**config.mk**
```make
export PLATFORM = sky130hd
export DESIGN_NAME = i2s_dac_tx
export DESIGN_NICKNAME = d
export VERILOG_FILES = /design/src/rtl/i2s_dac_tx.sv
export SDC_FILE = /design/constraint.sdc
export NUM_CORES = 1
export LEC_CHECK = 0
export CORE_MARGIN = 5
export CORE_UTILIZATION = 47
export DETAILED_ROUTE_END_ITERATION = 8
export PLACE_DENSITY = 0.69
export SETUP_SLACK_MARGIN = 0.4
export SYNTH_ARGS = -nofsm -noshare
export SYNTH_HDL_FRONTEND = slang
export SYNTH_SLANG_ARGS = --single-unit
```
**constraint.sdc**
```tcl
create_clock -name clk_144 -period 2.56 [get_ports clk_144]
set_input_delay 0.64 -clock clk_144 [delete_from_list [all_inputs] [get_ports clk_144]]
set_output_delay 0.64 -clock clk_144 [all_outputs]
set_load 0.01 [all_outputs]
```
**src/rtl/i2s_dac_tx.sv**
```systemverilog
// i2s_dac_tx
//   Serialises 16-bit stereo sample pairs to the codec DAC in Philips I2S
//   format. bclk and lrclk are derived from clk_144 by an integer divider.
//   A one-deep holding register decouples the DSP side. If no pair is waiting
//   at a frame boundary, a silent frame is sent and underrun is flagged.
//
// Parameters
//   WIDTH      sample width in bits
//   SLOT_BITS  bclk periods per channel slot (>= WIDTH), sample left-justified
//   BCLK_DIV   clk_144 cycles per bclk half-period (>= 1)
//
// Ports
//   clk_144      system clock, rising edge
//   reset_n      asynchronous active-low reset
//   enable       serialiser running when high; serial outputs idle when low
//   in_left      signed left sample
//   in_right     signed right sample
//   in_valid     sample pair present
//   in_ready     holding register empty (registered)
//   bclk         I2S bit clock
//   lrclk        word select, 0 = left, 1 = right
//   sdata        serial data, MSB first
//   frame_start  one-cycle pulse at each frame load
//   underrun     one-cycle pulse when a frame load found holding empty
module i2s_dac_tx #(
  parameter int unsigned WIDTH     = 16,
  parameter int unsigned SLOT_BITS = 16,
  parameter int unsigned BCLK_DIV  = 2
) (
  input  logic             clk_144,
  input  logic             reset_n,
  input  logic             enable,
  input  logic [WIDTH-1:0] in_left,
  input  logic [WIDTH-1:0] in_right,
  input  logic             in_valid,
  output logic             in_ready,
  output logic             bclk,
  output logic             lrclk,
  output logic             sdata,
  output logic             frame_start,
  output logic             underrun
);

  localparam int unsigned FRAME_BITS = 2 * SLOT_BITS;
  localparam int unsigned DIV_W      = (BCLK_DIV > 1) ? $clog2(BCLK_DIV) : 1;
  localparam int unsigned BIT_W      = $clog2(FRAME_BITS);
  localparam int unsigned PAD        = SLOT_BITS - WIDTH;

  localparam logic [DIV_W-1:0] DIV_LAST = DIV_W'(BCLK_DIV - 1);
  localparam logic [BIT_W-1:0] BIT_LAST = BIT_W'(FRAME_BITS - 1);
  localparam logic [BIT_W-1:0] SLOT_LEN = BIT_W'(SLOT_BITS);
  localparam logic [DIV_W-1:0] DIV_ONE  = DIV_W'(1);
  localparam logic [BIT_W-1:0] BIT_ONE  = BIT_W'(1);

  logic [DIV_W-1:0]      div_cnt;
  logic [BIT_W-1:0]      bit_cnt;
  logic [FRAME_BITS-1:0] shreg;
  logic [WIDTH-1:0]      hold_l;
  logic [WIDTH-1:0]      hold_r;
  logic                  hold_full;

  logic                  accept;
  logic                  fall_evt;
  logic                  load_evt;
  logic                  hold_full_nxt;
  logic [SLOT_BITS-1:0]  slot_l;
  logic [SLOT_BITS-1:0]  slot_r;

  // Samples are left-justified in their slot, low bits zero-padded.
  assign slot_l = SLOT_BITS'(hold_l) << PAD;
  assign slot_r = SLOT_BITS'(hold_r) << PAD;

  always_comb begin
    accept        = in_valid & in_ready;
    fall_evt      = enable & bclk & (div_cnt == DIV_LAST);
    load_evt      = fall_evt & (bit_cnt == '0);
    hold_full_nxt = hold_full;
    if (load_evt) begin
      hold_full_nxt = 1'b0;
    end
    // in_ready mirrors !hold_full, so an accept never coincides with a load
    // that drains a full holding register.
    if (accept) begin
      hold_full_nxt = 1'b1;
    end
  end

  always_ff @(posedge clk_144 or negedge reset_n) begin
    if (!reset_n) begin
      div_cnt     <= '0;
      bit_cnt     <= '0;
      shreg       <= '0;
      hold_l      <= '0;
      hold_r      <= '0;
      hold_full   <= 1'b0;
      in_ready    <= 1'b1;
      bclk        <= 1'b0;
      lrclk       <= 1'b0;
      sdata       <= 1'b0;
      frame_start <= 1'b0;
      underrun    <= 1'b0;
    end else begin
      frame_start <= 1'b0;
      underrun    <= 1'b0;
      hold_full   <= hold_full_nxt;
      in_ready    <= ~hold_full_nxt;
      if (accept) begin
        hold_l <= in_left;
        hold_r <= in_right;
      end

      if (!enable) begin
        div_cnt <= '0;
        bit_cnt <= '0;
        shreg   <= '0;
        bclk    <= 1'b0;
        lrclk   <= 1'b0;
        sdata   <= 1'b0;
      end else begin
        if (div_cnt == DIV_LAST) begin
          div_cnt <= '0;
          bclk    <= ~bclk;
        end else begin
          div_cnt <= div_cnt + DIV_ONE;
        end

        if (fall_evt) begin
          lrclk   <= (bit_cnt >= SLOT_LEN);
          bit_cnt <= (bit_cnt == BIT_LAST) ? '0 : bit_cnt + BIT_ONE;
          // The shifter is loaded at i=0 but shifted out starting at i=1,
          // which yields the one-bclk I2S delay: at i=0 its MSB is still the
          // last bit of the previous frame.
          sdata   <= shreg[FRAME_BITS-1];
          if (bit_cnt == '0) begin
            shreg       <= hold_full ? {slot_l, slot_r} : '0;
            frame_start <= 1'b1;
            underrun    <= ~hold_full;
          end else begin
            shreg <= shreg << 1;
          end
        end
      end
    end
  end

endmodule

```
# Word-level counts from Yosys, hierarchy flattened

Cells that the tools add are included.

Add/subtract/negate cells: 2
$lt $le $gt $ge: 1
Equality and inequality tests: 3
Multiplexer cells: 23
Bitwise gates (word level): 7
Reductions and logical operators: 1

Operator list:

| cell                                           | count |
|---|---|
| two-way mux 32 bit                             | 4 |
| two-way mux 1 bit                              | 16 |
| two-way mux 5 bit                              | 3 |
| adder 5 x 1 -> 5 bit (second input constant)   | 1 |
| == test 5 bit (second input constant)          | 1 |
| >= comparator 5 bit (second input constant)    | 1 |
| zero test 5 bit                                | 1 |
| bitwise AND 1 bit                              | 4 |
| != test 2 x 1 -> 1 bit (second input constant) | 2 |
| NOT 1 bit                                      | 3 |
| adder 1 bit (second input constant)            | 1 |

Flip-flop bits (word level): 77
Input bits: 36
Output and inout port bits: 6
Word-level logic and storage cells: 49

# Longest topological paths before layout

Depth after elaboration: 6
Depth in mapped cells: 7
Gate-level depth less buffers: 6

# Worst setup path after synthesis

OpenSTA, ideal clock, no wires.

Kind: register -> register
Start: reg bit_cnt[0]
End: reg bit_cnt[2]
Data arrival time: 1613 ps
Data required time: 2482 ps
Setup slack: 869 ps
Cell stages (with the launch flop): 6
Path buffers: 0
Path through: dfrtp_1 -> ha_1 -> and3_1 -> ha_1 -> or4b_1 -> a21boi_1

Longest elaborated chain between the ends: 4

RTL lines:

| element                                               | RTL line | source |
|---|---|---|
| from (decl)                                           | 56       | `logic [BIT_W-1:0] bit_cnt;` |
| from (signal assigned)                                | 129      | `bit_cnt <= (bit_cnt == BIT_LAST) ? '0 : bit_cnt + BIT_ONE;` |
| adder 5 x 1 -> 5 bit or == test 5 bit (tied branches) | 129      |  |
| two-way mux 5 bit *                                   | 129      |  |
| two-way mux 5 bit *                                   | 127      | `if (fall_evt) begin` |
| two-way mux 5 bit *                                   | 112      | `if (!enable) begin` |

Mark *: on every way between the ends. The rest lies on a longest branch, timed or not. The select of a mux whose other input is x is not followed.
A chain may end at the register's enable or synchronous reset.

# Final worst setup path

Start: reg in_ready
End: out in_ready

RTL lines:

| element                | RTL line | source |
|---|---|---|
| from (decl)            | 36       | `output logic in_ready,` |
| from (signal assigned) | 106      | `in_ready <= ~hold_full_nxt;` |

No word-level cell between the ends.

==> results.md <==
* Post-synth EDFFs at 0
* I/O Buffers at 41
* Count of final hold-check violations at 0
* Total power at 3660 µW
* Flops & latches, synth at 77
* DR WL/cell at 14.1 µm
* Initial antenna violation count at 0
* Pre-CTS setup slack at 0.410 ns
* Worst-skew pair later-pin latency at 0.35 ns
* Most frequent cell after synthesis: dfrtp_1
* H-tree depth at 3
* CTS sink cnt at 77
* Worst slew pin tran at 0.891 ns
* Vias per cell at 5.05
* Max-slew headroom at 0.406
* Post-CTS setup repair buffer count at 0
* Buffers and inverters on the worst path at 1
* First-pass DRT Iterations at 4
* Synth top area share at 0.542
* Boundary Pins at 42
* Final period utilization at 0.812
* Largest net degree at the start of global routing at 49
* # nets final at 377
* Setup repair after global routing missed its margin: no
* WS Path Type: register to output port
* YS warnings at 0
* Resized Gates After CTS at 0
* Clock tree buffer depth at 2
* Die height at 96.4 µm
* Main synth FF type: dfrtp_1
* Pwr dens at 874 nW/µm²
* Reg clk slew, reported paths at 0.07 ns
* Final slew viol count at 0
* Critical Path RT at 1.92 ns
* Max incr delay on CP at 0.55 ns
* First-pass GRT wire length at 11000 µm
* GRT Util Overall at 0.156
* Startpoint types: register
* Final ANT Viol Nets at 0
* Synth top area cells: dfrtp_1, mux2_2, mux2i_1
* Setup TNS at 0 ns
* CP delay by family, top: flip-flops
* Largest fanout on the critical path at 3
* Fin Clk Skew at 0.00525 ns
* N_diodes at 0
* Worst setup slack after layout at 0.482 ns
* Achievable frequency at 481 MHz
* Minimum clock period at 2.08 ns
* Die Span X at 96.4 µm
* Worst EP arrival at 1.44 ns
* Worst path slowest cell: dfstp_2
* Critical-path cell list: clkdlybuf4s50_1
* Via Count at 2234
* DP Area at 3990 µm²
* TritonCTS buffer count at 9
* Syn_area_per_cell at 11.8 µm²
* Mapped Nets at 337
* Final routed DRC violation total at 0
* Fillers at 651
* DP Wirelength at 4070 µm
* Pleak at 0.00199 µW
* Post-synth cell types at 34
* Status: finished, final reports clean
* Synth area leader: dfrtp_1
* Max-Cap Viols at 0
* Hold Buf Count CTS at 0
* Cells after Synth at 298
* Sequential share of the synthesized area at 0.550
* Fraction of registers with async set/reset at 1.00
* Area grow syn2layout at 19.3%
* Rows at 31
* CORE AREA at 7250 µm²
* Initial Utilization at 0.484
* Routability congestion estimate at 0.745
* Root buffer cell: clkbuf_8
* Netlist Area Pre-Place at 3510 µm²
* Min-Delay Path Class: input port to async pin
* Setup violators final at 0
* Most frequent cells after synthesis: dfrtp_1, nand2_1, and2_1, mux2_2, mux2i_1
* Final WL at 6230 µm
* CTS tree: built
* Layout cells sized above 1 at 0.178
* Grt ovf at 0
* Fin area at 4190 µm²
* Peak supply drop at 0.000450 V
* Die area at 9290 µm²
* Iteration-0 DRC Markers at 38
* CP Capture Type: output port
* Vias in the first global route at 2420
worst register-to-register path, delay by kind of cell (launching register included):
kind | cells | cell delay, ns
AND/OR/NAND/NOR | 2 | 0.70
adder cells (fa/ha/maj) | 2 | 0.48
flip-flops | 1 | 0.43
AO/OA/AOI/OAI | 1 | 0.15
metrics by stage:
stage / hold WS, ns / utilization / cells
after floorplan: 0.344 / - / 298
after global placement: 0.465 / 0.550 / 426
after detailed placement: 0.475 / 0.550 / 426
after CTS: 0.314 / 0.577 / 442
after global routing: 0.351 / 0.577 / 442
final: 0.302 / 0.577 / 442
state kept, by name (all words and copies together), names as in the netlist:
signal	count
div_cnt	1
shreg	32
hold_r	16
bclk	1
hold_full	1
in_ready	1
hold_l	16
underrun	1
sdata	1
bit_cnt	5
frame_start	1
lrclk	1
area by class of cell:
type                            count  area [µm²]  area share
Clock buffer                       12         145      0.0347
Clock inverter                      4        47.5      0.0114
Inverter                            3        11.3     0.00269
Multi-Input combinational cell    200        1450       0.347
Sequential cell                    77        1930       0.461
Tap cell                           99         124      0.0296
Timing Repair Buffer               47         478       0.114
layer usage:
layer  track usage  wire length (µm)  share of wire
met4        0.0911               159          0.026
met2         0.260              3030           0.49
met3        0.0325               220          0.035
met5             0                 0              0
met1         0.187              2820           0.45
placed cells by master (no fill, tap or decap), drive strengths merged, types with 2 or more instances in the layout:
master,count
ha,3
o21ai,32
and2,33
nand3,4
buf,7
clkdlybuf4s50,40
mux2,32
mux2i,31
dfrtp,76
clkinv,2
nor2,2
clkbuf,12
a21boi,9
nand2,43
inv,3
cells by family after synthesis:
logic type      count (synthesis)  synth area share
simple gates                   91             0.136
flops                          77             0.550
mux                            63             0.191
compound gates                 42            0.0695
buf+inv                        21            0.0403
fa+ha+maj                       3            0.0107
xor+xnor                        1           0.00250
where the power goes:
part | total (µW) | switching (µW) | internal, µW
Sequential | 1740 | 214 | 1530
Combinational | 1010 | 382 | 633
Clock | 902 | 428 | 474
Total | 3660 | 1020 | 2640
path summary, 6_finish.rpt:
kind                                  from         end  slack (ns)  depth (start not counted)
worst max-delay path              in_ready    in_ready        0.48                          1
worst min-delay path               reset_n   shreg[25]        0.30                          1
worst max register to register  bit_cnt[0]  bit_cnt[2]        0.74                          5
worst min register to register    shreg[1]    shreg[1]        0.49                          2
max in group asynchronous          reset_n    shreg[6]        1.70                          2
min in group clk_144              shreg[1]    shreg[1]        0.49                          2
Power figures use the tool's default switching activity.
